[config.mk]
export PLATFORM = sky130hd
export DESIGN_NAME = seg_pipe_adder
export DESIGN_NICKNAME = d
export VERILOG_FILES = /design/src/rtl/seg_pipe_adder_pkg.sv /design/src/rtl/adder_chunk_stage.sv /design/src/rtl/seg_pipe_adder.sv
export SDC_FILE = /design/constraint.sdc
export NUM_CORES = 1
export LEC_CHECK = 0
export ABC_AREA = 1
export CAP_MARGIN = 40
export CORE_MARGIN = 1.5
export CORE_UTILIZATION = 49
export DETAILED_ROUTE_END_ITERATION = 6
export PLACE_DENSITY = 0.76
export SLEW_MARGIN = 5
export SYNTH_ARGS = -nofsm -noshare
export SYNTH_HDL_FRONTEND = slang
export SYNTH_SLANG_ARGS = --single-unit
export TNS_END_PERCENT = 30
[constraint.sdc]
create_clock -name clk -period 1.9 [get_ports clk]
set_input_delay 0.38 -clock clk [delete_from_list [all_inputs] [get_ports clk]]
set_output_delay 0.38 -clock clk [all_outputs]
set_load 0.01 [all_outputs]
[src/rtl/seg_pipe_adder_pkg.sv]
// rtl/seg_pipe_adder_pkg.sv - shared constants and helpers for the segmented pipelined adder
//
// Purpose: default geometry of seg_pipe_adder, chunk-width helper and the
// configuration check used at elaboration.
// Optional feature macro: SEG_PIPE_ADDER_OVF_EN (no package content depends on it).
// Ports: none (package).

package seg_pipe_adder_pkg;

  localparam int DEF_WIDTH  = 16;
  localparam int DEF_STAGES = 4;

  // Width of one chunk handled by a single pipeline stage.
  function automatic int chunk_w(input int width, input int stages);
    return width / stages;
  endfunction

  // Legal geometry: at least one stage, equal chunks of at least one bit.
  function automatic bit cfg_ok(input int width, input int stages);
    return (stages >= 1) && (width >= stages) && ((width % stages) == 0);
  endfunction

endpackage

[src/rtl/adder_chunk_stage.sv]
// rtl/adder_chunk_stage.sv - one registered chunk slice of the segmented adder
//
// Purpose: adds chunk IDX of a_in/b_in plus c_in, registers the CW-bit partial
// sum into its slot of the deskew vector, registers the chunk carry, and
// forwards the operand vectors so later stages still see their upper chunks.
// Optional feature macro: SEG_PIPE_ADDER_OVF_EN adds ovf_out (signed overflow,
// meaningful only in the stage that owns the MSB chunk).
// Ports:
//   clk, rst_n          clock, synchronous active-low reset
//   en                  global advance; every register holds when low
//   valid_in/valid_out  beat valid bit travelling with the data
//   c_in/c_out          carry into / out of this chunk
//   a_in/a_out, b_in/b_out  operand skew vectors (b already inverted for sub)
//   s_in/s_out          deskew vector of already-computed sum chunks
//   ovf_out             (macro only) carry-into-MSB xor carry-out-of-MSB

module adder_chunk_stage
  import seg_pipe_adder_pkg::*;
#(
  parameter int WIDTH = DEF_WIDTH,
  parameter int CW    = chunk_w(DEF_WIDTH, DEF_STAGES),
  parameter int IDX   = 0
) (
  input  logic             clk,
  input  logic             rst_n,
  input  logic             en,
  input  logic             valid_in,
  input  logic             c_in,
  input  logic [WIDTH-1:0] a_in,
  input  logic [WIDTH-1:0] b_in,
  input  logic [WIDTH-1:0] s_in,
  output logic             valid_out,
  output logic             c_out,
  output logic [WIDTH-1:0] a_out,
  output logic [WIDTH-1:0] b_out,
  output logic [WIDTH-1:0] s_out
`ifdef SEG_PIPE_ADDER_OVF_EN
  ,
  output logic             ovf_out
`endif
);

  localparam int LO = IDX * CW;

  logic [CW:0]      part;
  logic [WIDTH-1:0] s_next;

  assign part = {1'b0, a_in[LO +: CW]} + {1'b0, b_in[LO +: CW]} + {{CW{1'b0}}, c_in};

  // Drop this chunk's partial sum into its slot; lower slots came from earlier stages.
  always_comb begin
    s_next            = s_in;
    s_next[LO +: CW]  = part[CW-1:0];
  end

`ifdef SEG_PIPE_ADDER_OVF_EN
  // The carry into the top bit of this chunk is recovered as a^b^sum at that bit.
  logic ovf_next;
  assign ovf_next = (a_in[LO+CW-1] ^ b_in[LO+CW-1] ^ part[CW-1]) ^ part[CW];
`endif

  always_ff @(posedge clk) begin
    if (!rst_n) begin
      valid_out <= 1'b0;
      c_out     <= 1'b0;
      a_out     <= '0;
      b_out     <= '0;
      s_out     <= '0;
`ifdef SEG_PIPE_ADDER_OVF_EN
      ovf_out   <= 1'b0;
`endif
    end else if (en) begin
      valid_out <= valid_in;
      c_out     <= part[CW];
      a_out     <= a_in;
      b_out     <= b_in;
      s_out     <= s_next;
`ifdef SEG_PIPE_ADDER_OVF_EN
      ovf_out   <= ovf_next;
`endif
    end
  end

endmodule

[src/rtl/seg_pipe_adder.sv]
// rtl/seg_pipe_adder.sv - segmented pipelined add/subtract unit with valid/ready
//
// Purpose: WIDTH-bit a+b+cin or a-b-cin split into STAGES chunks, one chunk per
// pipeline stage, with a single global stall (advance) for all stages.
// Optional feature macro: SEG_PIPE_ADDER_OVF_EN adds output ovf.
// Ports:
//   clk, rst_n            clock, synchronous active-low reset
//   in_valid/in_ready     operand beat handshake (in_ready = advance)
//   a, b, cin, sub        operands; sub=1 selects a-b-cin
//   out_valid/out_ready   result handshake
//   sum, cout             registered result; cout is NOT borrow when sub=1
//   ovf                   (macro only) two's-complement overflow of the beat

module seg_pipe_adder
  import seg_pipe_adder_pkg::*;
#(
  parameter int WIDTH  = DEF_WIDTH,
  parameter int STAGES = DEF_STAGES
) (
  input  logic             clk,
  input  logic             rst_n,
  input  logic             in_valid,
  output logic             in_ready,
  input  logic [WIDTH-1:0] a,
  input  logic [WIDTH-1:0] b,
  input  logic             cin,
  input  logic             sub,
  output logic             out_valid,
  input  logic             out_ready,
  output logic [WIDTH-1:0] sum,
  output logic             cout
`ifdef SEG_PIPE_ADDER_OVF_EN
  ,
  output logic             ovf
`endif
);

  localparam int CW = chunk_w(WIDTH, STAGES);

  if (!cfg_ok(WIDTH, STAGES)) begin : g_cfg_bad
    $error("seg_pipe_adder: WIDTH must be a non-zero multiple of STAGES");
  end

  // Element k feeds stage k; element STAGES is the output register set.
  logic             v_p [STAGES+1];
  logic             c_p [STAGES+1];
  logic [WIDTH-1:0] a_p [STAGES+1];
  logic [WIDTH-1:0] b_p [STAGES+1];
  logic [WIDTH-1:0] s_p [STAGES+1];
`ifdef SEG_PIPE_ADDER_OVF_EN
  logic             ovf_p [STAGES];
`endif

  logic advance;

  // Whole pipe moves together; it only stops when a finished result is blocked.
  assign advance  = ~out_valid | out_ready;
  assign in_ready = advance;

  assign v_p[0] = in_valid & in_ready;
  assign c_p[0] = sub ? ~cin : cin;
  assign a_p[0] = a;
  assign b_p[0] = sub ? ~b : b;
  assign s_p[0] = '0;

  for (genvar k = 0; k < STAGES; k++) begin : g_stage
    adder_chunk_stage #(
      .WIDTH (WIDTH),
      .CW    (CW),
      .IDX   (k)
    ) u_stage (
      .clk       (clk),
      .rst_n     (rst_n),
      .en        (advance),
      .valid_in  (v_p[k]),
      .c_in      (c_p[k]),
      .a_in      (a_p[k]),
      .b_in      (b_p[k]),
      .s_in      (s_p[k]),
      .valid_out (v_p[k+1]),
      .c_out     (c_p[k+1]),
      .a_out     (a_p[k+1]),
      .b_out     (b_p[k+1]),
      .s_out     (s_p[k+1])
`ifdef SEG_PIPE_ADDER_OVF_EN
      ,
      .ovf_out   (ovf_p[k])
`endif
    );
  end

  assign out_valid = v_p[STAGES];
  assign sum       = s_p[STAGES];
  assign cout      = c_p[STAGES];
`ifdef SEG_PIPE_ADDER_OVF_EN
  assign ovf       = ovf_p[STAGES-1];
`endif

endmodule

==> flow_metrics.py <==
metrics = {
    "outcome": {
        "status": "finished, final reports clean",
    },
    "cells_and_area": {
        "final_cells": 657,
        "nNetsFinal": 608,
        "multi_input_area_sq_um": 1830,
        "syn_to_final_growth_pct": 20.3,
        "drive_gt1_frac": 0.0613,
        "diodes": 0,
        "seq_area_sq_um": 1920,
        "num-fill-cells": 708,
    },
    "power_and_ir_drop": {
        "ir_drop_mv": 0.519,
        "power_leakage_nw": 2.00,
        "power_density_nw_per_um2": 854,
    },
    "synthesis": {
        "syn_area_per_cell_sq_um": 8.07,
        "synth_top_flop_cell": "dfxtp_1",
        "synth_edf_count": 0,
        "synth_most_common_cell": "nor2_1",
        "yosysTopAreaCell": "dfxtp_1",
        "synthesis.nets": 560,
        "synthTopCellsByArea": "dfxtp_1, nor2_1, o21ai_0",
        "syn-cell-area_sq_um": 4050,
        "netlist_instances": 502,
        "synth-async-reset-ratio": 0,
        "netlist.area_leader.share": 0.474,
        "ys_ff_latch": 96,
        "ys_types": 25,
        "yosys_warnings": 0,
        "yosysSeqAreaShare": 0.474,
        "synth_common_cells": "nor2_1, dfxtp_1, o21ai_0",
    },
    "setup_path": {
        "crit_path_end_kind": "register",
        "critPathArrivalTime_ps": 2050,
        "r2r_start": "g_stage[2].u_stage.a_out[12]$_SDFFE_PN0N_",
        "r2r-end": "g_stage[3].u_stage.s_out[14]$_SDFFE_PN0N_",
        "r2r_slack_ps": 250,
        "crit_fanout": 2,
        "ff2ff_path_depth": 4,
        "worstPathRequired_ps": 2150,
        "cp-start-kind": "input pin",
        "worstSetupPathType": "in2reg",
    },
    "die": {
        "core_sq_um": 7850,
        "dieHeight_um": 93.9,
        "initial_utilization": 0.516,
        "rows": 32,
        "die_x_um": 93.9,
        "io_pins": 57,
        "die_area_sq_um": 8830,
    },
    "global_route": {
        "grt-ovfl-total": 0,
        "antenna_found_initial": 0,
        "grt.total_usage": 0.191,
        "grt_pass1_vias": 3055,
        "grt_pass1_wl_um": 13400,
        "grt_start_max_net_pins": 97,
    },
    "clock_network": {
        "htreeDepth": 3,
        "clk_pin_slew_ps": 90,
        "cts_hold_buffers": 0,
        "clockBufferDepth": 2,
        "cts_buffers": 9,
        "ctsResizeCount": 0,
        "cts_tree": "yes",
        "cts_setup_buffers": 0,
        "cts_root_buf": "clkbuf_8",
        "clock-sinks": 96,
        "worstSkewPairLatency_ps": 360,
    },
    "worst_hold_path": {
        "min_path_type": "reg2reg",
        "holdPathEnd": "g_stage[2].u_stage.valid_out$_SDFFE_PN0N_",
        "worstHoldStart": "g_stage[2].u_stage.valid_out$_SDFFE_PN0N_",
        "min_path_cells": 2,
    },
    "job": {
        "max-cap-violations": 0,
    },
    "timing": {
        "tightestPinTransition_ps": 329,
        "setup_viol": 0,
        "period_needed_ps": 1800,
        "clock_skew_ps": 6.83,
        "period_share": 0.949,
        "drv_slew": 0,
        "whs_ps": 462,
        "fmax_mhz": 555,
        "slew-limit-headroom": 0.781,
        "rsz0062_at_grt": "no",
        "hold_viol": 0,
    },
    "routing": {
        "wl_per_cell_um": 12.2,
        "drt_iter0_markers": 198,
        "wl_um": 8010,
        "drc": 0,
        "avgViaCountPerCell": 5.04,
        "ant_nets": 0,
        "routed-via-count": 3311,
        "dr.pass1.iters": 5,
    },
    "placement": {
        "port_buffers": 56,
        "detailed_place_hpwl_um": 5240,
        "placed_cells": 641,
        "gp_congestion": 0.788,
    },
}
==> sequential cells by signal, indices dropped and copies added (netlist names) <==
name,flops
g_stage.u_stage.s_out,40
g_stage.u_stage.b_out,24
g_stage.u_stage.valid_out,4
g_stage.u_stage.a_out,24
g_stage.u_stage.c_out,4
==> cell usage in the layout (no fill, tap or decap), types with 3 or more instances in the layout <==
cell type,netlist,final
ha_1,12,12
inv_2,3,3
or2_1,4,4
buf_12,0,4
nand3_1,10,10
dfxtp_1,96,96
inv_1,24,24
a21oi_1,22,22
buf_4,1,9
a31oi_1,5,5
nand2_1,30,30
clkbuf_8,0,9
xnor2_1,9,9
o21ai_1,7,7
clkdlybuf4s50_1,0,53
clkbuf_1,9,3
xor2_1,7,7
o21ai_0,90,90
nor2_1,138,138
fa_1,8,6
==> report_power, final <==
group	leakage (nW)	switching, mW	internal (mW)	total (mW)
combinational	1.13	0.301	0.309	0.610
clock	0.0872	0.693	0.616	1.31
sequential	0.790	0.0782	2.17	2.24
==> logic make-up (layout without fill, tap and decap cells) <==
logic type	after synthesis	after routing	share of synthesized area
AO/OA/AOI/OAI	126	126	0.158
buffers and inverters	59	112	0.0763
adder cells (fa/ha/maj)	20	20	0.0766
XOR/XNOR	16	16	0.0346
AND/OR/NAND/NOR	185	185	0.180
flip-flops	96	96	0.474
==> cell type report <==
type | count | share of cell area
sequential | 96 | 0.394
multi-input combinational | 347 | 0.375
timing repair buffer | 69 | 0.145
clock buffer | 12 | 0.0277
tap | 102 | 0.0262
inverter | 27 | 0.0208
clock inverter | 4 | 0.0110
==> metrics by stage <==
step	util	setup WS (ps)	TNS (ps)	power, mW	area (sq um)
floorplan	-	-19.1	-19.1	2.66	4060
global placement	0.596	-300	-1030	2.87	4680
detailed placement	0.596	-361	-1240	2.90	4680
CTS	0.621	15.1	0	4.18	4870
global route	0.621	8.20	0	4.35	4870
finish	0.621	97.3	0	4.16	4870
==> worst max-delay path, cell delays in order <==
cell	delay (ps)
clkdlybuf4s50_1	420
xor2_1	190
fa_2	380
fa_2	360
a21oi_1	150
o21a_1	130
nor2_1	40
==> how the worst max path moves through the flow <==
stage / start / end / slack (ps) / cells after the start
2_1_floorplan: sub / g_stage[0].u_stage.c_out$_SDFFE_PN0N_ / -20 / 8
3_3_place_gp: sub / g_stage[0].u_stage.c_out$_SDFFE_PN0N_ / -300 / 7
3_5_place_dp: sub / g_stage[0].u_stage.c_out$_SDFFE_PN0N_ / -360 / 7
4_1_cts: out_ready / in_ready / 20 / 4
5_1_grt: b[0] / g_stage[0].u_stage.c_out$_SDFFE_PN0N_ / 8 / 7
6_report: b[0] / g_stage[0].u_stage.c_out$_SDFFE_PN0N_ / 100 / 7
==> per-layer routing <==
metal	vias up	global-route usage	wire length (um)
met2	74	0.324	3800
met1	1514	0.242	3740
met5	-	0	0
met3	11	0.0307	334
li1	1712	-	-
met4	0	0.0784	125
Power figures use the tool's default switching activity.
